### config.mk
export PLATFORM = sky130hd
export DESIGN_NAME = riscv_arbmux
export DESIGN_NICKNAME = d
export VERILOG_FILES = /design/src/rtl/riscv_arbmux.sv
export SDC_FILE = /design/constraint.sdc
export NUM_CORES = 1
export LEC_CHECK = 0
export ABC_AREA = 1
export BUFFER_PORTS_ARGS = -buffer_cell sky130_fd_sc_hd__buf_2
export CORE_MARGIN = 10
export CORE_UTILIZATION = 41
export CTS_BUF_LIST = sky130_fd_sc_hd__clkbuf_16
export DETAILED_ROUTE_END_ITERATION = 7
export GPL_TIMING_DRIVEN = 0
export PLACE_DENSITY = 0.76
export SLEW_MARGIN = 20
export SYNTH_ARGS = -nofsm -noshare
export SYNTH_HDL_FRONTEND = slang
export SYNTH_SLANG_ARGS = --single-unit
### constraint.sdc
create_clock -name i_riscv_arbmux_clk -period 2.05 [get_ports i_riscv_arbmux_clk]
set_input_delay 0.41 -clock i_riscv_arbmux_clk [delete_from_list [all_inputs] [get_ports i_riscv_arbmux_clk]]
set_output_delay 0.41 -clock i_riscv_arbmux_clk [all_outputs]
set_load 0.05 [all_outputs]
### src/rtl/riscv_arbmux.sv
// N-channel round-robin / fixed-priority arbitrating mux into a one-entry output register.
// One-cycle latency from input transfer to output valid; ready is withheld while a held word is stalled.
module riscv_arbmux #(
  parameter int WIDTH    = 64,
  parameter int CHANNELS = 4,
  localparam int SEL_W   = $clog2(CHANNELS)
) (
  input  logic                      i_riscv_arbmux_clk,
  input  logic                      i_riscv_arbmux_rst_n,
  input  logic                      i_riscv_arbmux_mode,
  input  logic [CHANNELS-1:0]       i_riscv_arbmux_valid,
  input  logic [CHANNELS*WIDTH-1:0] i_riscv_arbmux_data,
  output logic [CHANNELS-1:0]       o_riscv_arbmux_ready,
  output logic                      o_riscv_arbmux_valid,
  output logic [WIDTH-1:0]          o_riscv_arbmux_data,
  output logic [SEL_W-1:0]          o_riscv_arbmux_sel,
  input  logic                      i_riscv_arbmux_ready
);

  logic [SEL_W-1:0] rr_ptr;
  logic [SEL_W-1:0] winner;
  logic             any_valid;
  logic             load_en;
  logic [WIDTH-1:0] win_data;
  int               rr_idx;

  assign any_valid = |i_riscv_arbmux_valid;
  assign load_en   = !o_riscv_arbmux_valid || i_riscv_arbmux_ready;

  // Scan from lowest to highest priority so the last hit is the winner.
  always_comb begin
    winner = '0;
    rr_idx = 0;
    if (i_riscv_arbmux_mode) begin
      for (int k = CHANNELS - 1; k >= 0; k--) begin
        if (i_riscv_arbmux_valid[k]) winner = SEL_W'(k);
      end
    end else begin
      for (int i = CHANNELS; i >= 1; i--) begin
        rr_idx = (int'(rr_ptr) + i) % CHANNELS;
        if (i_riscv_arbmux_valid[rr_idx]) winner = SEL_W'(rr_idx);
      end
    end
  end

  // Ready is gated by reset so producers never see a grant while the register is cleared.
  always_comb begin
    o_riscv_arbmux_ready = '0;
    if (i_riscv_arbmux_rst_n && load_en && any_valid) o_riscv_arbmux_ready[winner] = 1'b1;
  end

  assign win_data = i_riscv_arbmux_data[int'(winner)*WIDTH +: WIDTH];

  always_ff @(posedge i_riscv_arbmux_clk or negedge i_riscv_arbmux_rst_n) begin
    if (!i_riscv_arbmux_rst_n) begin
      o_riscv_arbmux_valid <= 1'b0;
      o_riscv_arbmux_data  <= '0;
      o_riscv_arbmux_sel   <= '0;
      rr_ptr               <= SEL_W'(CHANNELS - 1);
    end else if (load_en) begin
      if (any_valid) begin
        o_riscv_arbmux_valid <= 1'b1;
        o_riscv_arbmux_data  <= win_data;
        o_riscv_arbmux_sel   <= winner;
        if (!i_riscv_arbmux_mode) rr_ptr <= winner;
      end else begin
        o_riscv_arbmux_valid <= 1'b0;
      end
    end
  end

endmodule

### Yosys cells after proc, flatten, opt, wreduce, memory -nomap -nowiden

Index checks and enable logic that the tools add are counted.

* register bits after elaboration: 69
* bits of input ports: 264
* output and inout port bits: 71

* add/subtract/negate cells: 4
* $lt $le $gt $ge: 6
* shift-type cells: 1
* multiplexer cells: 25
* bitwise logic cells: 5
* reductions and logical operators: 12

Operators by type and width (number)
* $shiftx A256 B9 Y64: 1
* $mux W2: 9
* $lt A3 B4 Y1 const B: 4
* $mux W1: 10
* $bmux W1 S2: 4
* $reduce_or A2 Y1: 4
* $add A2 B1 Y2 const B: 2
* $add A2 B2 Y2 const B: 2
* $and A1 B1 Y1 const A: 4
* $mux W4: 1
* $reduce_or A4 Y1: 1
* $logic_and A1 B1 Y1: 3
* $lt A2 B3 Y1 const B: 1
* $reduce_and A3 Y1: 1
* $demux W1 S2: 1
* $ge A2 B1 Y1 const B: 1
* $reduce_and A2 Y1: 1
* $logic_not A1 Y1: 1
* $logic_or A1 B1 Y1: 1
* $not A1 Y1: 1

### Depth between registers and ports, before layout

* word-level depth: 16
* gate-level depth with buffers: 19
* gate-level depth less buffers: 16

### Least setup slack after synthesis

OpenSTA, ideal clock, no wires.

* kind: reg2out
* start: register rr_ptr[0]
* end: output port o_riscv_arbmux_ready[0]
* arrival: 2620 ps
* data required time: 1640 ps
* path slack: -980 ps
* cell stages (with the launch flop): 16
* cell sequence: dfstp_2 > buf_6 > inv_4 > nand2_1 > nand2_1 > nand2_1 > nand2_1 > nand2_1 > nand2_1 > nand2_1 > nand2_4 > nand2_4 > buf_8 > buf_6 > inv_1 > nor3_1

* word-level cells in the longest chain between the ends: 14
* elaborated cells between the ends (all ways): 27
* those cells by class: 4 x add/sub; 2 x order compare; 20 x mux; 1 x reduce/logical

RTL lines
* start, declared: RTL line 20 `logic [SEL_W-1:0] rr_ptr;`
* start signal, assigned: RTL line 59 `rr_ptr <= SEL_W'(CHANNELS - 1);`
* start signal, assigned: RTL line 65 `if (!i_riscv_arbmux_mode) rr_ptr <= winner;`
* $add A2 B1 Y2: RTL line 40 `rr_idx = (int'(rr_ptr) + i) % CHANNELS;`
* $bmux W1 S2: RTL line 41 `if (i_riscv_arbmux_valid[rr_idx]) winner = SEL_W'(rr_idx);`
* $mux W1 (not written as such) (2 in a row): RTL line 41
* $mux W2 (3 in a row): RTL line 41
* $mux W2 (*): RTL line 41
* $mux W2 (*): RTL line 34 `if (i_riscv_arbmux_mode) begin`
* $lt A2 B3 Y1 (not written as such) / $ge A2 B1 Y1 (equally long branches): RTL line 49 `if (i_riscv_arbmux_rst_n && load_en && any_valid) o_riscv_arbmux_ready[winner] = 1'b1;`
* $logic_and A1 B1 Y1 (not written as such): RTL line 49
* $mux W1 (not written as such): RTL line 49
* $demux W1 S2 (*): RTL line 49
* $mux W4 (*): RTL line 49
* end, declared: RTL line 13 `output logic [CHANNELS-1:0] o_riscv_arbmux_ready,`

Every way passes the cells marked *; elsewhere a longest branch is shown, timed or not. The select of a mux whose other input is x is not followed.

### Final worst setup path

Same ends and word-level chain as after synthesis.

==> metrics.log <==
INFO  metric dpl.hpwl = 21000 um
INFO  metric failed_checks = hold timing, setup timing
INFO  metric outcome = finished, violations left
INFO  metric area_growth_from_synthesis_to_layout = 45.3%
INFO  metric synth.yosys.warnings = 0
INFO  metric share_comb_of_total_power = 71.7%
INFO  metric fp.dieArea = 19300 um2
INFO  metric finalSetupViolCount = 69
INFO  metric netSwitchingFraction = 56.7%
INFO  metric power_report.internal_total = 5.79 mW
INFO  metric timing_max_transition_violations_final = 0
INFO  metric cts_tree = yes
INFO  metric fin_area = 8400 um2
INFO  metric avgViaCountPerCell = 5.08
INFO  metric netlist_area = 5780 um2
INFO  metric gp_congestion = 0.963
INFO  metric remaining_drc_errors = 0
INFO  metric first_global_vias = 7402
INFO  metric fp.coreArea = 13800 um2
INFO  metric worstSkewPairLatency = 330 ps
INFO  metric hold_class = in -> async
INFO  metric core.rowCount = 43
INFO  metric power.density = 1590 nW/um2
INFO  metric worst-slew-pin-transition = 596 ps
INFO  metric cellLeakagePower = 5.10 nW
INFO  metric postLayoutSetupSlackWorst = -635 ps
INFO  metric tritoncts_num_sinks = 69
INFO  metric seq_power_share = 18.0%
INFO  metric cts.path.max_buffers = 2
INFO  metric yosys_register_bits = 69
INFO  metric timing.clock.skew = 4.99 ps
INFO  metric max_clock_freq = 0.372 GHz
INFO  metric rsz0062_at_grt = true
INFO  metric cp_data_arrival_time = 2270 ps
INFO  metric global_route.overflow_total = 0
INFO  metric power.switching = 7.57 mW
INFO  metric synthesis.nets = 1261
INFO  metric critical_path_peak_fanout = 8
INFO  metric dp.cells = 1512
INFO  metric synth.lib_cells_used.distinct = 23
INFO  metric maxSlewHeadroom = 60.3%
INFO  metric drive_gt1_share = 33.6%
INFO  metric route.vias.total = 7835
INFO  metric crit_path_end_kind = output port
INFO  metric grt_max_degree = 44
INFO  metric finalWirelength = 26600 um
INFO  metric fin_cells = 1543
INFO  metric synth.yosys.seq_area_share = 29.9%
INFO  metric path_class = reg -> out
INFO  metric max-vdd-ir-drop = 0.854 mV
INFO  metric synth_area_per_cell = 5.80 um2
INFO  metric finalCritPeriodShare = 131%
INFO  metric place.port_buffers = 334
INFO  metric grt_use_total = 25.9%
INFO  metric drt_pre_antenna_iters = 5
INFO  metric nNetsFinal = 1620
INFO  metric placed_area = 7770 um2
INFO  metric ctsHtreeMaxLevel = 3
INFO  metric syn_inst = 997
INFO  metric cts.reportedPaths.clkPinSlew = 60 ps
INFO  metric critPathRequiredTime = 1640 ps
INFO  metric die_width = 139 um
INFO  metric initial_utilization = 41.8%
INFO  metric finalSetupTns = -17820 ps
INFO  metric startpoint_type_of_the_worst_setup_path = register
INFO  metric boundaryPins = 335
INFO  metric holdWs = -1.19 ps
INFO  metric initial_drc_count = 653
INFO  metric detail-route-antenna-nets = 0
INFO  metric final.min_clock_period = 2680 ps
INFO  metric finish.utilization = 60.8%
INFO  metric dp_worst_setup_slack = -905 ps
INFO  metric hold_violations = 1
INFO  metric wl_per_cell = 17.2 um
INFO  metric cap_violations = 0
INFO  metric power.clock.fraction = 10.3%
INFO  metric cts_buffers = 9
INFO  metric die_height = 139 um
INFO  metric grt_pass1_wl = 40600 um
INFO  metric antenna_found_initial = 2
INFO  metric cts_root_buf = sky130_fd_sc_hd__clkbuf_16
-- cell usage in the layout (no fill, tap or decap), drive strengths merged, types with 4 or more instances in the layout --
cell type	netlist	final
clkinv	0	4
buf	47	396
nand4	30	30
inv	113	116
nand3	198	198
o21ai	6	6
nor2	125	125
nand2	341	341
nor3	4	4
a21oi	33	33
dfrtp	67	67
clkbuf	30	38
-- final cells by class --
cell class,instances,area [um2]
antenna,2,5.00
buffer,76,578
clock buffer,9,225
clock inverter,7,27.5
fill,1396,5420
inverter,113,442
multi-input combinational,738,3340
sequential,69,1730
tap,180,225
timing repair buffer,349,1840
-- flip-flops by register name, indices dropped and copies added, names as in the netlist --
signal,count
o_riscv_arbmux_data,64
o_riscv_arbmux_sel,2
o_riscv_arbmux_valid,1
rr_ptr,2
-- Yosys cell counts --
library cell,number,area (um2)
sky130_fd_sc_hd__buf_1,5,18.8
sky130_fd_sc_hd__a21oi_2,1,8.76
sky130_fd_sc_hd__nand2_2,1,6.26
sky130_fd_sc_hd__o21ai_2,1,8.76
sky130_fd_sc_hd__inv_2,2,7.51
sky130_fd_sc_hd__buf_6,14,158
sky130_fd_sc_hd__dfrtp_1,67,1680
sky130_fd_sc_hd__or2_2,1,6.26
sky130_fd_sc_hd__nand3_1,198,991
sky130_fd_sc_hd__nand2_1,338,1270
sky130_fd_sc_hd__inv_1,110,413
sky130_fd_sc_hd__clkbuf_1,30,113
sky130_fd_sc_hd__nand2_4,2,22.5
sky130_fd_sc_hd__nand4_1,30,188
sky130_fd_sc_hd__inv_4,1,6.26
sky130_fd_sc_hd__buf_2,21,105
sky130_fd_sc_hd__buf_8,1,15.0
sky130_fd_sc_hd__o21ai_0,5,25.0
sky130_fd_sc_hd__nor3_1,4,20.0
sky130_fd_sc_hd__nor2_1,125,469
sky130_fd_sc_hd__dfstp_2,2,52.6
sky130_fd_sc_hd__a21oi_1,32,160
sky130_fd_sc_hd__buf_4,6,45.0
-- power groups by stage --
stage | Combinational, mW | Clock, mW | Sequential [mW]
2_1_floorplan | 4.04 | 0 | 4.69
4_1_cts | 9.42 | 1.39 | 2.39
6_report | 9.59 | 1.38 | 2.40
5_1_grt | 10.3 | 1.46 | 2.47
3_3_place_gp | 8.67 | 0 | 2.39
3_5_place_dp | 8.76 | 0 | 2.40
-- metrics by stage --
stage	hold slack, ps	power (mW)
2_1_floorplan	114	8.74
3_3_place_gp	457	11.1
3_5_place_dp	359	11.2
4_1_cts	0.354	13.2
5_1_grt	18.0	14.3
6_report	-1.19	13.4
-- layer usage --
layer | vias to the layer above | part of all wire (%) | GRT usage, %
met5 | - | 0 | 0
met4 | 0 | 3.7 | 10.4
met3 | 72 | 8.4 | 5.62
met2 | 404 | 48 | 43.0
met1 | 3508 | 40 | 31.8
li1 | 3851 | - | -
-- path summary, 6_finish.rpt --
path / from / to / slack (ps) / cells past startpoint
max: rr_ptr[0]$_DFFE_PN1P_ / o_riscv_arbmux_ready[0] / -630 / 14
min: i_riscv_arbmux_rst_n / o_riscv_arbmux_data[51]$_DFFE_PN0P_ / -1 / 1
max reg2reg: rr_ptr[0]$_DFFE_PN1P_ / o_riscv_arbmux_data[4]$_DFFE_PN0P_ / -300 / 18
min reg2reg: o_riscv_arbmux_data[4]$_DFFE_PN0P_ / o_riscv_arbmux_data[4]$_DFFE_PN0P_ / 470 / 2
max in group asynchronous: i_riscv_arbmux_rst_n / rr_ptr[0]$_DFFE_PN1P_ / 1430 / 2
min in group i_riscv_arbmux_clk: i_riscv_arbmux_ready / o_riscv_arbmux_valid$_DFFE_PN0N_ / 350 / 4
-- critical path, stage by stage (launching register included) --
cell	delay, ps
sky130_fd_sc_hd__dfstp_2	540
sky130_fd_sc_hd__buf_12	140
sky130_fd_sc_hd__inv_8	50
sky130_fd_sc_hd__nand2_2	50
sky130_fd_sc_hd__nand2_2	80
sky130_fd_sc_hd__nand2_2	70
sky130_fd_sc_hd__nand2_2	70
sky130_fd_sc_hd__nor2_1	90
sky130_fd_sc_hd__nand2_1	70
sky130_fd_sc_hd__nand2_2	70
sky130_fd_sc_hd__nand2_4	80
sky130_fd_sc_hd__buf_12	140
sky130_fd_sc_hd__buf_12	120
sky130_fd_sc_hd__nor3_4	160
sky130_fd_sc_hd__buf_6	180
-- logic make-up after synthesis --
family	after synthesis	synth area share [%]
buffers and inverters	190	15.2
DFF	69	29.9
AOI/OAI and AO/OA	39	3.50
and+or+nand+nor	699	51.4
-- timing repair --
| action | CTS | global route |
|---|---|---|
| setup buffers | 10 | 5 |
| gates resized for setup | 76 | 16 |
| hold endpoints to repair | 0 | 0 |
| pin swaps | 17 | 10 |
| hold buffers | 0 | 0 |
| setup endpoints to repair | 71 | 70 |
Note: power is estimated with default switching activity, not from simulation.
